## config.mk

```make
export PLATFORM = sky130hd
export DESIGN_NAME = snn_step_scheduler
export DESIGN_NICKNAME = d
export VERILOG_FILES = /design/src/rtl/snn_step_scheduler.sv
export SDC_FILE = /design/constraint.sdc
export NUM_CORES = 1
export LEC_CHECK = 0
export ABC_AREA = 1
export CORE_ASPECT_RATIO = 1.5
export CORE_MARGIN = 5
export CORE_UTILIZATION = 38
export DETAILED_ROUTE_END_ITERATION = 16
export GPL_TIMING_DRIVEN = 1
export PLACE_DENSITY = 0.57
export SETUP_SLACK_MARGIN = 0.3
export SYNTH_ARGS = -nofsm -noshare
export SYNTH_HDL_FRONTEND = slang
export SYNTH_SLANG_ARGS = --single-unit
```

## constraint.sdc

```tcl
create_clock -name aclk -period 2.45 [get_ports aclk]
set_clock_uncertainty 0.05 [all_clocks]
set_input_delay 0.735 -clock aclk [delete_from_list [all_inputs] [get_ports aclk]]
set_output_delay 0.735 -clock aclk [all_outputs]
set_load 0.01 [all_outputs]
```

## src/rtl/snn_step_scheduler.sv

```systemverilog
// snn_step_scheduler: configures every neuron block, then runs TS steps of
// per-block updates followed by one spike exchange, with timeout and halt.
module snn_step_scheduler #(
  parameter int N       = 2,
  parameter int T       = 2,
  parameter int TS      = 5,
  parameter int TIMEOUT = 1024,
  parameter int TSW     = $clog2(TS + 1),
  parameter int BW      = (T > 1) ? $clog2(T) : 1
) (
  input  logic           aclk,
  input  logic           reset,
  input  logic           run,
  input  logic           halt,
  output logic [T-1:0]   cfg_req,
  input  logic [T-1:0]   cfg_ack,
  output logic [T-1:0]   blk_start,
  input  logic [T-1:0]   blk_done,
  output logic           xchg_start,
  input  logic           xchg_done,
  output logic [TSW-1:0] time_step,
  output logic [BW-1:0]  block_sel,
  output logic           busy,
  output logic           run_done,
  output logic           aborted,
  output logic           err_timeout
);
  localparam int CW = $clog2(TIMEOUT);
  typedef enum logic [2:0] {IDLE, CFG, UPD, WAIT, XCHG, XWAIT, DONE} state_t;
  state_t         state, state_n;
  logic [CW-1:0]  tmo;
  logic [BW-1:0]  bsel_n;
  logic [TSW-1:0] ts_n;
  logic           err_n, abort, ack, last, expired;
  if (N < 1 || T < 1 || TS < 1 || TIMEOUT < 3) begin : g_bad_params
    $error("snn_step_scheduler: invalid parameters");
  end
  assign last    = block_sel == BW'(T - 1);
  // the wait is abandoned on the edge where the counter would reach TIMEOUT-1
  assign expired = tmo == CW'(TIMEOUT - 2);
  always_comb begin
    state_n = state;
    bsel_n  = block_sel;
    ts_n    = time_step;
    err_n   = err_timeout;
    abort   = 1'b0;
    ack     = 1'b0;
    case (state)
      IDLE: if (run) begin
        state_n = CFG;
        bsel_n  = '0;
        ts_n    = '0;
        err_n   = 1'b0;
      end
      CFG: begin
        ack = cfg_ack[block_sel];
        if (ack) begin
          state_n = last ? UPD : CFG;
          bsel_n  = last ? '0 : block_sel + 1'b1;
        end
      end
      UPD: state_n = WAIT;
      WAIT: begin
        ack = blk_done[block_sel];
        if (ack) begin
          state_n = last ? XCHG : UPD;
          bsel_n  = last ? block_sel : block_sel + 1'b1;
        end
      end
      XCHG: state_n = XWAIT;
      XWAIT: begin
        ack = xchg_done;
        if (ack) begin
          bsel_n  = '0;
          ts_n    = time_step + 1'b1;
          state_n = (ts_n == TSW'(TS)) ? DONE : UPD;
        end
      end
      DONE: state_n = IDLE;
      default: state_n = IDLE;
    endcase
    if ((state == CFG || state == WAIT || state == XWAIT) && !ack && expired) begin
      state_n = IDLE;
      err_n   = 1'b1;
    end
    // halt overrides any ack or timeout seen in the same cycle
    if (state != IDLE && halt) begin
      state_n = IDLE;
      bsel_n  = block_sel;
      ts_n    = time_step;
      err_n   = err_timeout;
      abort   = 1'b1;
    end
  end
  always_ff @(posedge aclk) begin
    if (reset) begin
      state       <= IDLE;
      tmo         <= '0;
      block_sel   <= '0;
      time_step   <= '0;
      err_timeout <= 1'b0;
      cfg_req     <= '0;
      blk_start   <= '0;
      xchg_start  <= 1'b0;
      busy        <= 1'b0;
      run_done    <= 1'b0;
      aborted     <= 1'b0;
    end else begin
      state       <= state_n;
      tmo         <= (state_n != state || ack || state == IDLE) ? '0 : tmo + 1'b1;
      block_sel   <= bsel_n;
      time_step   <= ts_n;
      err_timeout <= err_n;
      cfg_req     <= (state_n == CFG) ? T'(1) << bsel_n : '0;
      blk_start   <= (state_n == UPD) ? T'(1) << bsel_n : '0;
      xchg_start  <= state_n == XCHG;
      busy        <= state_n != IDLE;
      run_done    <= state_n == DONE;
      aborted     <= abort;
    end
  end
  assert property (@(posedge aclk) disable iff (reset) $onehot0(cfg_req) && $onehot0(blk_start));
endmodule

```

==> results.toml, run 1 <==
[synth]
synth_nets = 197
syn-instance-count = 184
synth_top_area_share_pct = 37.2
ys_types = 29
synth-seq-cells = 26
synthesis.area_sq_um = 1400
yosysWarnings = 0
synth.avg_cell_area_sq_um = 7.61
yosys.area.top_type = "dfxtp_1"
post_synth_main_area_contributors = "dfxtp_1, nand2_1, nor2_2, inv_1, nor2_1"
ys_seq_area_share_pct = 37.2

[floorplan]
num_rows = 27
die_height_microns = 84.3
core-area_sq_um = 3610
fp.dieW_microns = 59.6
pin_count = 22
dieArea_sq_um = 5020
initial_utilization_pct = 38.7

[job]
cap_violations = 0

[timing]
setup_violations = 0
max_slew_margin_pct = 70.7
setup_tns_ns = 0
post-route-min-period_ns = 2.10
fmax_ghz = 0.476
worstMarginPinSlew_ns = 0.439
slew_violations = 0
grt_setup_unrepaired = "false"
fin_crit_sh_pct = 85.8
hold_viol = 0

[worst_setup_path]
worstReg2RegEnd = "tmo[2]"
rrSetupSlack_ns = 0.37
cp.depth = 11
rr_worst_depth = 10
crit_fanout = 5
path_cells = "clkdlybuf4s50_1 -> nand2_2 -> nand2_2 -> nand2_2 -> nand3_4 -> nand3_2 -> nand2_2 -> nand2_2 -> nor2_4 -> nand2_4 -> nor2_2"
crit_arrival_ns = 2.26
cpPeakStageDelay_ns = 0.48
critPathKind = "input pin to register"
cp_top_family = "simple AND/OR/NAND/NOR gates"
end_kind = "register"
cp_slowest_cell = "clkdlybuf4s50_1"
cp_num_buf_inv = 1
start_kind = "input pin"
setup.worst_path.end = "tmo[2]"
crit_top_cell = "nand2_2"
crit_path_start = "cfg_ack[0]"
cp_data_required_time_ns = 2.61
r2r_start = "state[2]"

[layout]
area_delta_synth_final_pct = 32.1
num-nets-final = 227
instances_no_fill = 256
mostFrequentLayoutCell = "dfxtp_1"
n_antenna_cell = 0
final_cell_mix = "dfxtp_1, inv_1, nand2_1"
layout-drive-gt1-share_pct = 26.3

[cts]
cts-root-buf = "clkbuf_8"
cts_tree = "built"
clk_latency_ns = 0.26
clock_sinks = 26
path_clk_slew_ns = 0.09
cts_hold_buffers = 0
clockBufferDepth = 2
h-tree-depth = 1
cts-buffers-inserted = 3

[pwr]
power_density_nw_per_um2 = 534
p_leak_uw = 0.000780
peakVddDrop_mv = 0.429

[place]
dpl.hpwl_microns = 2530
placed_cells = 250
gp_congestion = 0.934
io_buffers = 21

[drt]
drc_errors = 0
post_drt_wl_per_cell_microns = 13.3
drt-pass1-iter-count = 4
postRouteAntennaNets = 0
via_count = 1284
drtIter0Drc = 77
vias_per_cell = 5.02
routed_wl_microns = 3410

[outcome]
status = "complete, no violations"

[min_path]
hold_class = "register to register"

[grt]
grt_max_degree = 16
grt_use_total_pct = 13.3
grt_pass1_wl_microns = 5330
grt_overflow = 0
grt_pass1_vias = 1281
grt_antenna_before_repair = 0
synthesized netlist by cell type:
cell type and instances:
nand2_4 2, nor2_2 14, xnor2_1 4, nor2_1 22, and3_1 1, buf_6 3
a211oi_1 3, o21bai_1 2, nand3_1 16, nor4_1 1, o21ai_0 3, inv_2 3
nand3b_1 2, inv_1 22, nand3_2 3, a21oi_4 1, nor2_4 1, dfxtp_1 26
a31oi_1 1, nand4_1 4, xor2_1 4, nor3_1 1, clkinv_2 1, inv_4 1
a21oi_1 9, ha_1 4, nor2_8 1, clkbuf_1 1, nand2_1 28
cell families (layout without fill, tap and decap cells):
| family | count (synthesis) | in the layout | share of synthesized area [%] |
|---|---|---|---|
| buffers and inverters | 31 | 59 | 10.2 |
| adder cells (fa/ha/maj) | 4 | 4 | 3.57 |
| AND/OR/NAND/NOR | 96 | 97 | 35.5 |
| flip-flops | 26 | 26 | 37.2 |
| XOR/XNOR | 8 | 8 | 5.00 |
| AO/OA/AOI/OAI | 19 | 19 | 8.58 |
cell type report:
class	instances	area (sq um)
Fill cell	356	1770
Inverter	27	105
Clock inverter	1	30.0
Tap cell	43	53.8
Sequential cell	26	522
Multi-Input combinational cell	128	822
Timing Repair Buffer	28	275
Clock buffer	3	41.3
layer usage:
| layer | wire, microns | track usage (%) | vias to the layer above |
|---|---|---|---|
| li1 | - | - | 650 |
| met1 | 1330 | 14.1 | 590 |
| met2 | 1870 | 24.3 | 36 |
| met3 | 136 | 2.62 | 8 |
| met4 | 70 | 5.85 | 0 |
| met5 | 0 | 0 | - |
repair_timing:
item,4_1_cts,5_1_grt
gates cloned,0,1
gates resized for setup,0,25
setup endpoints to repair,10,15
buffers inserted,1,0
pin swaps,1,17
stage by stage:
step                hold WS, ns  util (%)  setup WS [ns]  power (uW)  instance area [sq um]
finish                    0.424      51.2          0.348         987                   1850
global route              0.454      51.2          0.276        1040                   1850
CTS                       0.430      48.4          0.307         982                   1750
detailed placement        0.407      46.2       0.000935         627                   1670
global placement          0.404      46.2         0.0590         621                   1670
floorplan                 0.389         -          0.596         561                   1400
worst min path at each step:
stage / from / end / slack (ns) / cells past startpoint
after detailed placement: tmo[0] / tmo[0] / 0.41 / 1
after global placement: tmo[0] / tmo[0] / 0.40 / 1
after global routing: tmo[0] / tmo[0] / 0.45 / 1
after floorplan: tmo[0] / tmo[0] / 0.39 / 1
final: tmo[0] / tmo[0] / 0.42 / 1
after CTS: tmo[0] / tmo[0] / 0.43 / 1
report_power, final:
part	switching (uW)	internal, uW
logic	108	80.7
clock network	129	218
registers	14.0	438
total	251	737
sequential cells by signal (all words and copies together) (netlist names):
name	cells
state	3
busy	1
cfg_req	2
tmo	10
time_step	3
aborted	1
xchg_start	1
block_sel	1
run_done	1
err_timeout	1
blk_start	2
Power figures use the tool's default switching activity.
==> run 2: changes to the inputs <==
--- a/config.mk
+++ b/config.mk
@@ -10,6 +10,7 @@
 export CORE_MARGIN = 5
 export CORE_UTILIZATION = 38
 export DETAILED_ROUTE_END_ITERATION = 16
+export GPL_ROUTABILITY_DRIVEN = 0
 export GPL_TIMING_DRIVEN = 1
 export PLACE_DENSITY = 0.57
 export SETUP_SLACK_MARGIN = 0.3
==> constraint.sdc (replaced) <==
create_clock -name aclk -period 2.45 [get_ports aclk]
set_clock_uncertainty 0.05 [all_clocks]
set_input_delay 0.735 -clock aclk [delete_from_list [all_inputs] [get_ports aclk]]
set_output_delay 0.735 -clock aclk [all_outputs]
set_load 0.02 [all_outputs]
==> results.toml, run 2 (synthesis gave the netlist of run 1 again) <==
[outcome]
status = "complete, no violations"

[timing]
fmax_ghz = 0.476
hold_viol = 0
hold_ws_ns = 0.424
setup_violations = 0
post-route-min-period_ns = 2.10
fin_crit_sh_pct = 85.8
worstMarginPinSlew_ns = 0.439
postLayoutSetupSlackWorst_ns = 0.347
max_slew_margin_pct = 70.7
slew_violations = 0
setup_tns_ns = 0
grt_setup_unrepaired = "false"

[grt]
grt_overflow = 0
grt_antenna_before_repair = 0
grt_pass1_vias = 1281
grt_use_total_pct = 13.3
grt_pass1_wl_microns = 5330
grt_max_degree = 16

[layout]
area_delta_synth_final_pct = 31.9
largestRegisters = "tmo x10, state x3, time_step x3"
mostFrequentLayoutCell = "dfxtp_1"
fillers = 358
largest_register_ff_count = 10
n_antenna_cell = 0
final_cell_mix = "dfxtp_1, inv_1, nand2_1"
finalInstanceArea_sq_um = 1850
num-nets-final = 227
layout-drive-gt1-share_pct = 25.8
regMostFlops = "tmo"

[pwr]
power_uw = 995
power_density_nw_per_um2 = 539
peakVddDrop_mv = 0.429
p_leak_uw = 0.000784

[cts]
cts_hold_buffers = 0
clockBufferDepth = 2
h-tree-depth = 1
cts-buffers-inserted = 3
clk_latency_ns = 0.26
cts-root-buf = "clkbuf_8"
path_clk_slew_ns = 0.09
clock_sinks = 26
cts_tree = "built"

[floorplan]
num_rows = 27
pin_count = 22
dieArea_sq_um = 5020
core-area_sq_um = 3610
die_height_microns = 84.3
fp.dieW_microns = 59.6
initial_utilization_pct = 38.7

[worst_setup_path]
rr_worst_depth = 10
crit_arrival_ns = 2.26
worstReg2RegEnd = "tmo[2]"
r2r_start = "state[2]"
rrSetupSlack_ns = 0.37
start_kind = "input pin"
critPathKind = "input pin to register"
crit_fanout = 5
end_kind = "register"
cp_data_required_time_ns = 2.61

[min_path]
hold_depth = 1
hold_class = "register to register"
min_to = "tmo[0]"
hold_start = "tmo[0]"

[drt]
routed_wl_microns = 3410
drt-pass1-iter-count = 4
post_drt_wl_per_cell_microns = 13.3
drtIter0Drc = 77
via_count = 1284
drc_errors = 0
vias_per_cell = 5.02
postRouteAntennaNets = 0

[place]
io_buffers = 21
dpl.hpwl_microns = 2530
place_ws_ns = 0.000935
place_area_sq_um = 1670

[job]
cap_violations = 0
==> run 2: cell types whose count changed in the layout (fill, tap and decap cells not counted) <==
cell,previous run,this run
dlygate4sd2_1,0,1
clkdlybuf4s50_1,16,15
dfxtp_2,1,0
dfxtp_1,25,26
==> run 2: power by group <==
group | switching, uW | internal [uW]
clock network | 129 | 218
registers | 13.9 | 437
logic | 117 | 80.0
==> run 2: metal layers <==
layer | share of wire (%) | up-vias | track usage (%)
met5 | 0 | - | 0
met4 | 2.1 | 0 | 5.85
met3 | 4.0 | 8 | 2.62
met2 | 55 | 36 | 24.3
met1 | 39 | 590 | 14.1
li1 | - | 650 | -
==> run 2: worst max-delay path by stage <==
stage	endpoint	depth (start not counted)	startpoint	slack, ns
floorplan	tmo[7]	12	blk_done[1]	0.59
global placement	tmo[6]	12	blk_done[1]	0.06
detailed placement	tmo[4]	12	blk_done[1]	0.0009
CTS	tmo[4]	13	blk_done[1]	0.31
global route	tmo[2]	10	state[2]	0.28
finish	tmo[2]	11	cfg_ack[0]	0.35
==> run 2: through the flow <==
step,util (%),instances
3_5_place_dp,46.2,250
3_3_place_gp,46.2,250
6_report,51.1,256
5_1_grt,51.1,256
2_1_floorplan,-,184
4_1_cts,48.4,255
==> run 2: area by class of cell <==
class / instances / area (sq um) / area share (%)
Sequential cell: 26 / 520 / 28.2
Clock inverter: 1 / 30.0 / 1.63
Clock buffer: 3 / 41.3 / 2.24
Inverter: 27 / 105 / 5.69
Tap cell: 43 / 53.8 / 2.91
Multi-Input combinational cell: 128 / 822 / 44.5
Timing Repair Buffer: 28 / 274 / 14.8
==> run 2: critical path: stages <==
cell             delay (ns)
clkdlybuf4s50_1        0.48
nand2_2                0.08
nand2_2                0.08
nand2_2                0.09
nand3_4                0.11
nand3_2                0.09
nand2_2                0.09
nand2_2                0.08
nor2_4                 0.21
nand2_4                0.11
nor2_2                 0.11
==> run 2: repair_timing <==
item / in CTS / in global routing
buffers inserted: 1 / 0
pin swaps: 1 / 17
setup endpoints to repair: 11 / 15
gates cloned: 0 / 1
resized for setup: 1 / 24
==> run 3: changes to the inputs <==
--- a/config.mk
+++ b/config.mk
@@ -7,7 +7,6 @@
 export LEC_CHECK = 0
 export ABC_AREA = 1
 export CORE_ASPECT_RATIO = 1.5
-export CORE_MARGIN = 5
 export CORE_UTILIZATION = 38
 export DETAILED_ROUTE_END_ITERATION = 16
 export GPL_ROUTABILITY_DRIVEN = 0
==> results.toml, run 3 (synthesis gave the netlist of run 1 again) <==
[cts]
cts-buffers-inserted = 3
cts-root-buf = "clkbuf_8"
cts_tree = "built"
h-tree-depth = 1
clockBufferDepth = 2
clk_latency_ns = 0.27
cts_hold_buffers = 0
path_clk_slew_ns = 0.09
clock_sinks = 26

[outcome]
status = "complete, no violations"

[worst_setup_path]
cp_data_required_time_ns = 2.62
end_kind = "register"
path_cells = "clkdlybuf4s50_1 -> inv_1 -> nor2_2 -> inv_1 -> nand3_1 -> nand3_2 -> nand2_2 -> nand2_2 -> nor2_4 -> nand2_4 -> nor2_2"
crit_path_start = "xchg_done"
cp_top_family = "simple AND/OR/NAND/NOR gates"
start_kind = "input pin"
cp_num_buf_inv = 3
cp_slowest_cell = "clkdlybuf4s50_1"
crit_arrival_ns = 2.23
crit_fanout = 5
r2r_start = "state[2]"
critPathKind = "input pin to register"
cpPeakStageDelay_ns = 0.48

[timing]
setup_violations = 0
grt_setup_unrepaired = "false"
setup_tns_ns = 0
postLayoutSetupSlackWorst_ns = 0.392
worstMarginPinSlew_ns = 0.446
fin_crit_sh_pct = 84.0
hold_viol = 0
post-route-min-period_ns = 2.06
max_slew_margin_pct = 70.2
slew_violations = 0
fmax_ghz = 0.486
hold_ws_ns = 0.418

[layout]
largestRegisters = "tmo x10, state x3, time_step x3"
mostFrequentLayoutCell = "dfxtp_1"
fillers = 348
largest_register_ff_count = 10
regMostFlops = "tmo"
area_delta_synth_final_pct = 30.3
final_cell_mix = "dfxtp_1, nand2_1, inv_1"
instances_no_fill = 256
layout-drive-gt1-share_pct = 23.8
num-nets-final = 228
n_antenna_cell = 0

[pwr]
p_leak_uw = 0.000756
power_density_nw_per_um2 = 545
peakVddDrop_mv = 0.348

[grt]
grt_max_degree = 16
grt_use_total_pct = 16.2
grt_overflow = 0
grt_pass1_wl_microns = 5000
grt_antenna_before_repair = 0
grt_pass1_vias = 1207

[floorplan]
initial_utilization_pct = 40.6
die_height_microns = 76.3
pin_count = 22
dieArea_sq_um = 3940
core-area_sq_um = 3450
num_rows = 26
fp.dieW_microns = 51.6

[place]
place_ws_ns = 0.0234
io_buffers = 21
dpl.hpwl_microns = 2350
placed_cells = 250

[min_path]
hold_class = "register to register"
hold_start = "tmo[0]"

[drt]
via_count = 1236
vias_per_cell = 4.83
post_drt_wl_per_cell_microns = 12.0
drtIter0Drc = 32
drc_errors = 0
routed_wl_microns = 3060
drt-pass1-iter-count = 6
postRouteAntennaNets = 0

[job]
cap_violations = 0
-- run 3: cell count changes in the layout (fill, tap and decap cells not counted), moves of 3 or more --
| cell | before | now |
|---|---|---|
| clkdlybuf4s50_1 | 15 | 18 |
| nand2_2 | 8 | 5 |
| nand3_2 | 7 | 4 |
| dlymetal6s2s_1 | 5 | 2 |
| nand2_1 | 20 | 23 |
| nand3_1 | 11 | 14 |
-- run 3: path summary, 6_finish.rpt --
check | endpoint | slack, ns | cells after the start
max | tmo[0] | 0.39 | 11
min | tmo[0] | 0.42 | 1
max reg2reg | tmo[0] | 0.48 | 10
min reg2reg | tmo[0] | 0.42 | 1
-- run 3: stage by stage --
stage | utilization (%) | area (sq um) | total power [uW]
floorplan | - | 1400 | 570
global placement | 48.7 | 1680 | 630
detailed placement | 48.7 | 1680 | 633
CTS | 50.7 | 1750 | 987
global route | 52.9 | 1820 | 1050
finish | 52.9 | 1820 | 994
-- run 3: cell type report --
type	instances	area [sq um]	share of cell area (%)
tap	42	52.6	2.88
inverter	27	105	5.76
multi-input combinational	128	801	43.9
clock inverter	1	30.0	1.65
clock buffer	3	41.3	2.26
timing repair buffer	29	274	15.0
sequential	26	520	28.5
-- run 3: layer usage --
layer | routed length [microns] | track usage (%)
met1 | 1290 | 18.5
met2 | 1660 | 29.0
met3 | 103 | 2.79
met4 | 10 | 5.41
met5 | 0 | 0
-- run 3: what timing repair did --
action                     4_1_cts  5_1_grt
buffers inserted                 0        1
resized for setup                1       19
pin swaps                        0       12
setup endpoints to repair        1       16
cloned                           0        1
-- run 3: power by group --
| group | internal (uW) | switching, uW | total (uW) |
|---|---|---|---|
| clock | 219 | 136 | 354 |
| combinational | 80.1 | 108 | 189 |
| sequential | 437 | 13.5 | 451 |
| total | 736 | 257 | 994 |
